## src/rtl/busmatrix_pkg.sv

```systemverilog
// Shared types and constants for the AHB bus matrix output-stage arbiter.
// Holds the HTRANS encodings, the arbiter state enum and the default sizing.
package busmatrix_pkg;

    localparam int NUM_PORTS_DEF = 5;
    localparam int PORT_W_DEF    = 3;

    localparam logic [1:0] HTRANS_IDLE   = 2'b00;
    localparam logic [1:0] HTRANS_BUSY   = 2'b01;
    localparam logic [1:0] HTRANS_NONSEQ = 2'b10;
    localparam logic [1:0] HTRANS_SEQ    = 2'b11;

    typedef enum logic [1:0] {
        ST_NOPORT  = 2'd0,
        ST_GRANTED = 2'd1,
        ST_HOLD    = 2'd2
    } arb_state_e;

    // A beat that moves data (NONSEQ or SEQ).
    function automatic logic is_data_beat(input logic [1:0] htrans);
        return (htrans == HTRANS_NONSEQ) || (htrans == HTRANS_SEQ);
    endfunction

    // A beat that continues an open burst (BUSY or SEQ).
    function automatic logic is_burst_cont(input logic [1:0] htrans);
        return (htrans == HTRANS_BUSY) || (htrans == HTRANS_SEQ);
    endfunction

endpackage

```

## src/rtl/busmatrix_rr_pick.sv

```systemverilog
// Rotate-priority picker: first set request at or after start, wrapping
// from NUM_PORTS-1 back to 0.
module busmatrix_rr_pick
    import busmatrix_pkg::*;
#(
    parameter int NUM_PORTS = NUM_PORTS_DEF,
    parameter int PORT_W    = PORT_W_DEF
) (
    input  logic [NUM_PORTS-1:0] req,
    input  logic [PORT_W-1:0]    start,
    output logic [PORT_W-1:0]    winner,
    output logic                 any_req
);

    always_comb begin
        logic            found;
        int              idx;
        logic [PORT_W-1:0] idx_w;
        found  = 1'b0;
        winner = '0;
        idx    = 0;
        idx_w  = '0;
        for (int i = 0; i < NUM_PORTS; i++) begin
            idx = int'(start) + i;
            if (idx >= NUM_PORTS) begin
                idx = idx - NUM_PORTS;
            end
            idx_w = PORT_W'(idx);
            if (!found && req[idx_w]) begin
                found  = 1'b1;
                winner = idx_w;
            end
        end
        any_req = |req;
    end

endmodule

```

## src/rtl/busmatrix_out_arbiter.sv

```systemverilog
// Round-robin arbiter for one output stage of the AHB bus matrix: address-phase
// grant with lock/burst hold, plus the data-phase owner for response routing.
module busmatrix_out_arbiter
    import busmatrix_pkg::*;
#(
    parameter int NUM_PORTS = NUM_PORTS_DEF,
    parameter int PORT_W    = PORT_W_DEF
) (
    input  logic                 HCLK,
    input  logic                 HRESET,
    input  logic                 HREADYM,
    input  logic [NUM_PORTS-1:0] req_in,
    input  logic [1:0]           HTRANSM,
    input  logic                 HMASTLOCKM,
    output logic [PORT_W-1:0]    addr_in_port,
    output logic                 no_port,
    output logic [NUM_PORTS-1:0] active_out,
    output logic [PORT_W-1:0]    data_in_port,
    output logic                 data_valid
);

    arb_state_e        state_q, state_d;
    logic [PORT_W-1:0] addr_port_q, addr_port_d;
    logic              no_port_q, no_port_d;
    logic [PORT_W-1:0] last_grant_q, last_grant_d;
    logic [PORT_W-1:0] data_port_q, data_port_d;
    logic              data_valid_q, data_valid_d;

    logic [PORT_W-1:0] rr_start;
    logic [PORT_W-1:0] rr_winner;
    logic              rr_any;
    logic              owner_req;
    logic              hold_cond;
    logic              do_grant;
    logic              do_release;

    assign rr_start = (last_grant_q == PORT_W'(NUM_PORTS - 1)) ? '0
                                                                : last_grant_q + PORT_W'(1);

    busmatrix_rr_pick #(
        .NUM_PORTS (NUM_PORTS),
        .PORT_W    (PORT_W)
    ) u_rr_pick (
        .req     (req_in),
        .start   (rr_start),
        .winner  (rr_winner),
        .any_req (rr_any)
    );

    assign owner_req = req_in[addr_port_q];
    // An owner that stops requesting has abandoned its burst, so SEQ/BUSY alone
    // no longer pins the grant.
    assign hold_cond = HMASTLOCKM | (is_burst_cont(HTRANSM) & owner_req);

    always_comb begin
        state_d      = state_q;
        addr_port_d  = addr_port_q;
        no_port_d    = no_port_q;
        last_grant_d = last_grant_q;
        data_port_d  = data_port_q;
        data_valid_d = data_valid_q;
        do_grant     = 1'b0;
        do_release   = 1'b0;

        if (HREADYM) begin
            data_port_d  = addr_port_q;
            data_valid_d = ~no_port_q & is_data_beat(HTRANSM);

            case (state_q)
                ST_NOPORT: begin
                    do_grant = rr_any;
                end
                ST_GRANTED: begin
                    if (hold_cond) begin
                        state_d = ST_HOLD;
                    end else if (rr_any) begin
                        do_grant = 1'b1;
                    end else begin
                        do_release = 1'b1;
                    end
                end
                ST_HOLD: begin
                    if (!hold_cond) begin
                        do_grant   = rr_any;
                        do_release = ~rr_any;
                    end
                end
                default: begin
                    do_release = 1'b1;
                end
            endcase

            if (do_grant) begin
                state_d      = ST_GRANTED;
                addr_port_d  = rr_winner;
                last_grant_d = rr_winner;
                no_port_d    = 1'b0;
            end else if (do_release) begin
                state_d   = ST_NOPORT;
                no_port_d = 1'b1;
            end
        end
    end

    always_ff @(posedge HCLK) begin
        if (HRESET) begin
            state_q      <= ST_NOPORT;
            addr_port_q  <= '0;
            no_port_q    <= 1'b1;
            last_grant_q <= PORT_W'(NUM_PORTS - 1);
            data_port_q  <= '0;
            data_valid_q <= 1'b0;
        end else begin
            state_q      <= state_d;
            addr_port_q  <= addr_port_d;
            no_port_q    <= no_port_d;
            last_grant_q <= last_grant_d;
            data_port_q  <= data_port_d;
            data_valid_q <= data_valid_d;
        end
    end

    always_comb begin
        active_out = '0;
        if (!no_port_q) begin
            active_out[addr_port_q] = 1'b1;
        end
    end

    assign addr_in_port = addr_port_q;
    assign no_port      = no_port_q;
    assign data_in_port = data_port_q;
    assign data_valid   = data_valid_q;

endmodule

```

## config.mk

```make
export PLATFORM = sky130hd
export DESIGN_NAME = busmatrix_out_arbiter
export DESIGN_NICKNAME = d
export VERILOG_FILES = /design/src/rtl/busmatrix_pkg.sv /design/src/rtl/busmatrix_rr_pick.sv /design/src/rtl/busmatrix_out_arbiter.sv
export SDC_FILE = /design/constraint.sdc
export NUM_CORES = 1
export LEC_CHECK = 0
export ABC_CLOCK_PERIOD_IN_PS = 6100
export BUFFER_PORTS_ARGS = -buffer_cell sky130_fd_sc_hd__buf_2
export CAP_MARGIN = 25
export CORE_ASPECT_RATIO = 0.7
export CORE_MARGIN = 3
export CORE_UTILIZATION = 55
export DETAILED_ROUTE_END_ITERATION = 12
export PLACE_DENSITY = 0.76
export SYNTH_ARGS = -nofsm -noshare
export SYNTH_HDL_FRONTEND = slang
export SYNTH_SLANG_ARGS = --single-unit
```

## constraint.sdc

```tcl
create_clock -name HCLK -period 6.1 [get_ports HCLK]
set_input_delay 0.61 -clock HCLK [delete_from_list [all_inputs] [get_ports HCLK]]
set_output_delay 0.61 -clock HCLK [all_outputs]
set_load 0.005 [all_outputs]
```

Word-level counts from Yosys, hierarchy flattened
Cells that the tools add are included.
{ "classes": {"n_addsub": 10, "magnitude_cmp": 12, "n_eq_ne": 6, "muxes": 46, "bitwise": 5, "reduce_logical": 19} }
{ "op_table": {"columns": ["op", "count"], "rows": [
  ["3-bit 2-to-1 mux", 11],
  ["3-bit by 4-bit less-than comparator with 1-bit output (second input constant)", 6],
  ["1-bit 2-to-1 mux", 21],
  ["1-bit binary-select mux with 3-bit select", 6],
  ["4-bit by 3-bit greater-or-equal comparator with 1-bit output (second input constant)", 4],
  ["3-bit subtractor (second input constant)", 5],
  ["3-bit by 2-bit adder with 4-bit output (second input constant)", 2],
  ["2-bit 2-to-1 mux", 4],
  ["2-bit == test (second input constant)", 3],
  ["1-bit one-hot mux with 3 select lines", 2],
  ["3-bit nonzero test", 2],
  ["1-bit logical AND", 5],
  ["5-bit 2-to-1 mux", 1],
  ["5-bit OR reduction", 1],
  ["3-bit by 1-bit adder with 4-bit output (second input constant)", 1],
  ["3-bit by 3-bit adder with 4-bit output (second input constant)", 1],
  ["2-bit by 1-bit == test with 1-bit output (second input constant)", 2],
  ["1-bit logical NOT", 4],
  ["2-bit AND reduction", 2],
  ["3-bit by 1-bit adder with 3-bit output (second input constant)", 1],
  ["1-bit demux with 3-bit select", 1],
  ["3-bit == test (second input constant)", 1],
  ["3-bit by 1-bit greater-or-equal comparator with 1-bit output (second input constant)", 1],
  ["3-bit greater-or-equal comparator (second input constant)", 1],
  ["other kinds (7)", 10]
]} }
{ "word_totals": {"regBits": 13, "in_bits": 11, "output_inout_bits": 13, "elab_cells": 104} }

Logic depth before layout (Yosys ltp)
{ "depth": {"depth_word": 19, "ltp_mapped": 17} }

Hierarchy
From an unflattened synthesis, not the netlist that was laid out.
{ "unflattened": {"cells_unflattened": 222, "hier_area_um2": 1800.5} }
{ "modules_own_cells": {"columns": ["module", "instances", "cells_per_inst", "area_each_um2"], "rows": [
  ["busmatrix_rr_pick", 1, 139, 1038.5],
  ["busmatrix_out_arbiter", 1, 83, 762.0]
]} }

Worst setup path before layout
No wires, ideal clock.
{ "synth_timing": {"kind": "reg-to-reg", "start": "register addr_port_q[1] (netlist: addr_in_port[1])", "end": "register addr_port_q[1] (netlist: addr_in_port[1])", "setup_ns": 0.088, "arrival_time_ns": 3.689, "t_required_ns": 6.012, "slack_ns": 2.323, "stages_incl_launch_ff": 17, "period_less_slack_ns": 3.777, "cell_sequence": "dfxtp_1 > clkbuf_1 > inv_1 > ha_1 > buf_6 > nor3b_2 > nor2_1 > inv_2 > fa_1 > a21oi_1 > xnor2_1 > mux4_2 > a21oi_2 > and3_1 > nand4_1 > or2_0 > a311oi_2"} }
{ "synth_between": {"elab_chain_cells": 8, "elab_cells_between_ends": 9, "classes_between": "mux (6); bitwise (2); reduce/logical (1)"} }
{ "synth_rtl": {"columns": ["element", "line_no", "source"], "rows": [
  ["start: declaration", "busmatrix_out_arbiter.sv:23", "logic [PORT_W-1:0] addr_port_q, addr_port_d;"],
  ["start signal: assignment", "busmatrix_out_arbiter.sv:115", "addr_port_q <= addr_port_d;"],
  ["1-bit binary-select mux with 3-bit select *", "busmatrix_out_arbiter.sv:50", "assign owner_req = req_in[addr_port_q];"],
  ["1-bit 2-to-1 mux (not written as such) *", "busmatrix_out_arbiter.sv:50", null],
  ["1-bit AND *", "busmatrix_out_arbiter.sv:53", "assign hold_cond = HMASTLOCKM | (is_burst_cont(HTRANSM) & owner_req);"],
  ["1-bit bitwise OR *", "busmatrix_out_arbiter.sv:53", null],
  ["1-bit 2-to-1 mux, on equally long branches", "busmatrix_out_arbiter.sv:83, busmatrix_out_arbiter.sv:74", null],
  ["1-bit one-hot mux with 3 select lines *", "busmatrix_out_arbiter.sv:69", "case (state_q)"],
  ["1-bit 2-to-1 mux *", "busmatrix_out_arbiter.sv:65", "if (HREADYM) begin"],
  ["2-bit AND reduction (no line) *", null, null]
]} }
Every way passes the cells marked *; elsewhere a longest branch is shown, timed or not. The select of a mux whose other input is x is not followed.
A chain may end at the register's enable or synchronous reset.

Final worst setup path
{ "layout_timing": {"start": "register addr_port_q[0] (netlist: addr_in_port[0])", "end": "register addr_port_q[1] (netlist: addr_in_port[1])"} }
Same word-level chain as after synthesis.

==> flow_metrics.tcl <==
set metrics [dict create \
    synth_top_area_frac 0.1132 \
    grt_max_degree 22 \
    clockBufferDepth 2 \
    drc 0 \
    max_slew.worst_pin.slew_ns 0.8085 \
    fp.dieW_um 77.09 \
    endpoint_kind "flop" \
    dieArea_um2 4299 \
    max_freq_ghz 0.2173 \
    crit_chain "ha_1, nor2b_1, nor2_1, inv_2, fa_1, a21oi_1, xnor2_1, mux4_2, a21oi_2, and3_1, nand4_1, or2_0, a311oi_2" \
    rsz0062_at_grt "no" \
    fin_skew_ns 0.0006708 \
    yosys-top-cells-count "nor2_1, a21oi_1, clkbuf_1, nand2_1" \
    post_cts_buffers 0 \
    hp-class "reg -> reg" \
    antenna_found_initial 0 \
    cts_resized 0 \
    grt_usage 0.2419 \
    fin_crit_sh 0.7544 \
    relSlewSlack 0.4596 \
    std_cell_rows 17 \
    yosys_warnings 0 \
    critPathKind "reg -> reg" \
    finalHoldViolations 0 \
    slowest_delay_ns 0.74 \
    ioPinCount 24 \
    io_buffers 23 \
    htree_levels 1 \
    clk_latency_ns 0.25 \
    dieHeight_um 55.76 \
    n_fill_cell 312 \
    instances_no_fill 312 \
    layout-drive-gt1-share 0.1698 \
    area_delta_synth_final_pct 5.531 \
    via_per_inst 6.365 \
    yosysMostFrequentCell "nor2_1" \
    worstPathRequired_ns 6.26 \
    dp_hpwl_um 3873 \
    wire_per_inst_um 16.47 \
    final_antenna_net_count 0 \
    synthDistinctLibCells 69 \
    setup_tns_ns 0 \
    maxSlewViolCount 0 \
    gp_congestion 1.004 \
    ff_latch_area_um2 220.2 \
    drt-pass1-iter-count 5 \
    start_util 0.5940 \
    coreArea_um2 3276 \
    cts.reportedPaths.clkPinSlew_ns 0.05 \
    syn_area_um2 1946 \
    status "finished, final reports clean" \
    timing.hold.ws_ns 0.4708 \
    maxCapViolCount 0 \
    routed_wl_um 5138 \
    cts_sinks 11 \
    dp.cells 308 \
    critical_path_arrival_ns 4.76 \
    cts_tree "done" \
    root_buffer "clkbuf_8" \
    ys_seq_elements 11 \
    grt_pass1_vias 1755 \
    final_net_count 290 \
    grt_pass1_wl_um 8590 \
    yosysTopAreaCell "dfxtp_1" \
    synth_nets 284 \
    n_antenna_cell 0 \
    finalSetupViolCount 0 \
    synth_edf_count 0 \
    vias 1986 \
    multi_input_area_um2 1556 \
    cp_slowest_cell "dfxtp_1" \
    cts_buffers 3 \
    fin_crit_ns 4.602 \
    syn_avg_cell_area_um2 7.483 \
    syn_inst 260 \
    grt-ovfl-total 0 \
    cp-start-kind "flop" \
    synth_area_leaders "dfxtp_1, ha_1, mux2i_1, a21oi_1, nor2_1" \
    ctsHoldBuffers 0 \
    ys_async_sr_fraction 0 \
    drt-initial-drc-count 144 \
    ys.flop_type "dfxtp_1" \
    path_max_fanout 21 \
    yosysSeqAreaShare 0.1132 \
]
metrics by stage:
step                      utilization  setup slack [ns]  cell area [um2]
after global routing           0.6268             1.175             2053
after global placement         0.6131             1.742             2008
final                          0.6268             1.498             2053
after detailed placement       0.6131             1.595             2008
after floorplan                     -             2.323             1946
after CTS                      0.6268             1.590             2053
per-layer routing:
| metal | up-vias | track usage | part of all wire |
|---|---|---|---|
| li1 | 977 | - | - |
| met1 | 920 | 0.3780 | 0.51 |
| met2 | 83 | 0.3213 | 0.40 |
| met3 | 6 | 0.06311 | 0.077 |
| met4 | 0 | 0.05838 | 0.011 |
| met5 | - | 0 | 0 |
cell type report:
type	instances	share of cell area
multi-input cells	213	0.7581
flip-flops and latches	11	0.1073
repair buffers	23	0.05606
well taps	47	0.02864
inverters	14	0.02803
clock buffers	4	0.02194
state kept, by name, summed over array words and instances (netlist names):
signal and count:
addr_in_port 3, data_in_port 3, state_q 2, data_valid 1
last_grant_q 1, no_port 1
kinds of logic after synthesis:
kind of cell	synth area share
multiplexers	0.1203
AND/OR/NAND/NOR	0.2598
adder cells (fa/ha/maj)	0.08746
AO/OA/AOI/OAI	0.3100
flip-flops	0.1132
buffers and inverters	0.08681
XOR/XNOR	0.02251
final timing paths:
| check | from | end | slack, ns | cells after the start |
|---|---|---|---|---|
| hold / removal | data_valid$_SDFFE_PP0P_ | data_valid$_SDFFE_PP0P_ | 0.47 | 2 |
| hold reg to reg | data_valid$_SDFFE_PP0P_ | data_valid$_SDFFE_PP0P_ | 0.47 | 2 |
| setup reg to reg | addr_in_port[0]$_SDFFE_PP0P_ | addr_in_port[1]$_SDFFE_PP0P_ | 1.50 | 13 |
| setup / recovery | addr_in_port[0]$_SDFFE_PP0P_ | addr_in_port[1]$_SDFFE_PP0P_ | 1.50 | 13 |
cells in the final DEF (no fill, tap or decap), drive strengths merged, types with 4 or more instances in the layout:
cell	netlist	routed
nor2	25	25
buf	8	23
a21oi	20	20
nand2	14	14
inv	14	14
o21ai	13	13
ha	12	12
mux2i	11	11
dfxtp	11	11
and3	8	8
nand2b	7	7
nor4	6	6
nand3	6	6
xnor2	5	5
a211oi	5	5
mux2	5	5
nor2b	4	4
a21o	4	4
nand3b	4	4
o21a	4	4
clkbuf	14	4
worst max-delay path: cells and delay by family, from the launching register on:
family | cells | cell delay (ns)
simple gates | 5 | 1.42
flops | 1 | 0.74
fa+ha+maj | 2 | 0.74
mux | 1 | 0.58
compound gates | 3 | 0.48
xor+xnor | 1 | 0.32
buf+inv | 1 | 0.23
Power is left out: the tool's default activity adds up to more than one toggle a clock period on the data nets, which glitch-free logic cannot reach.
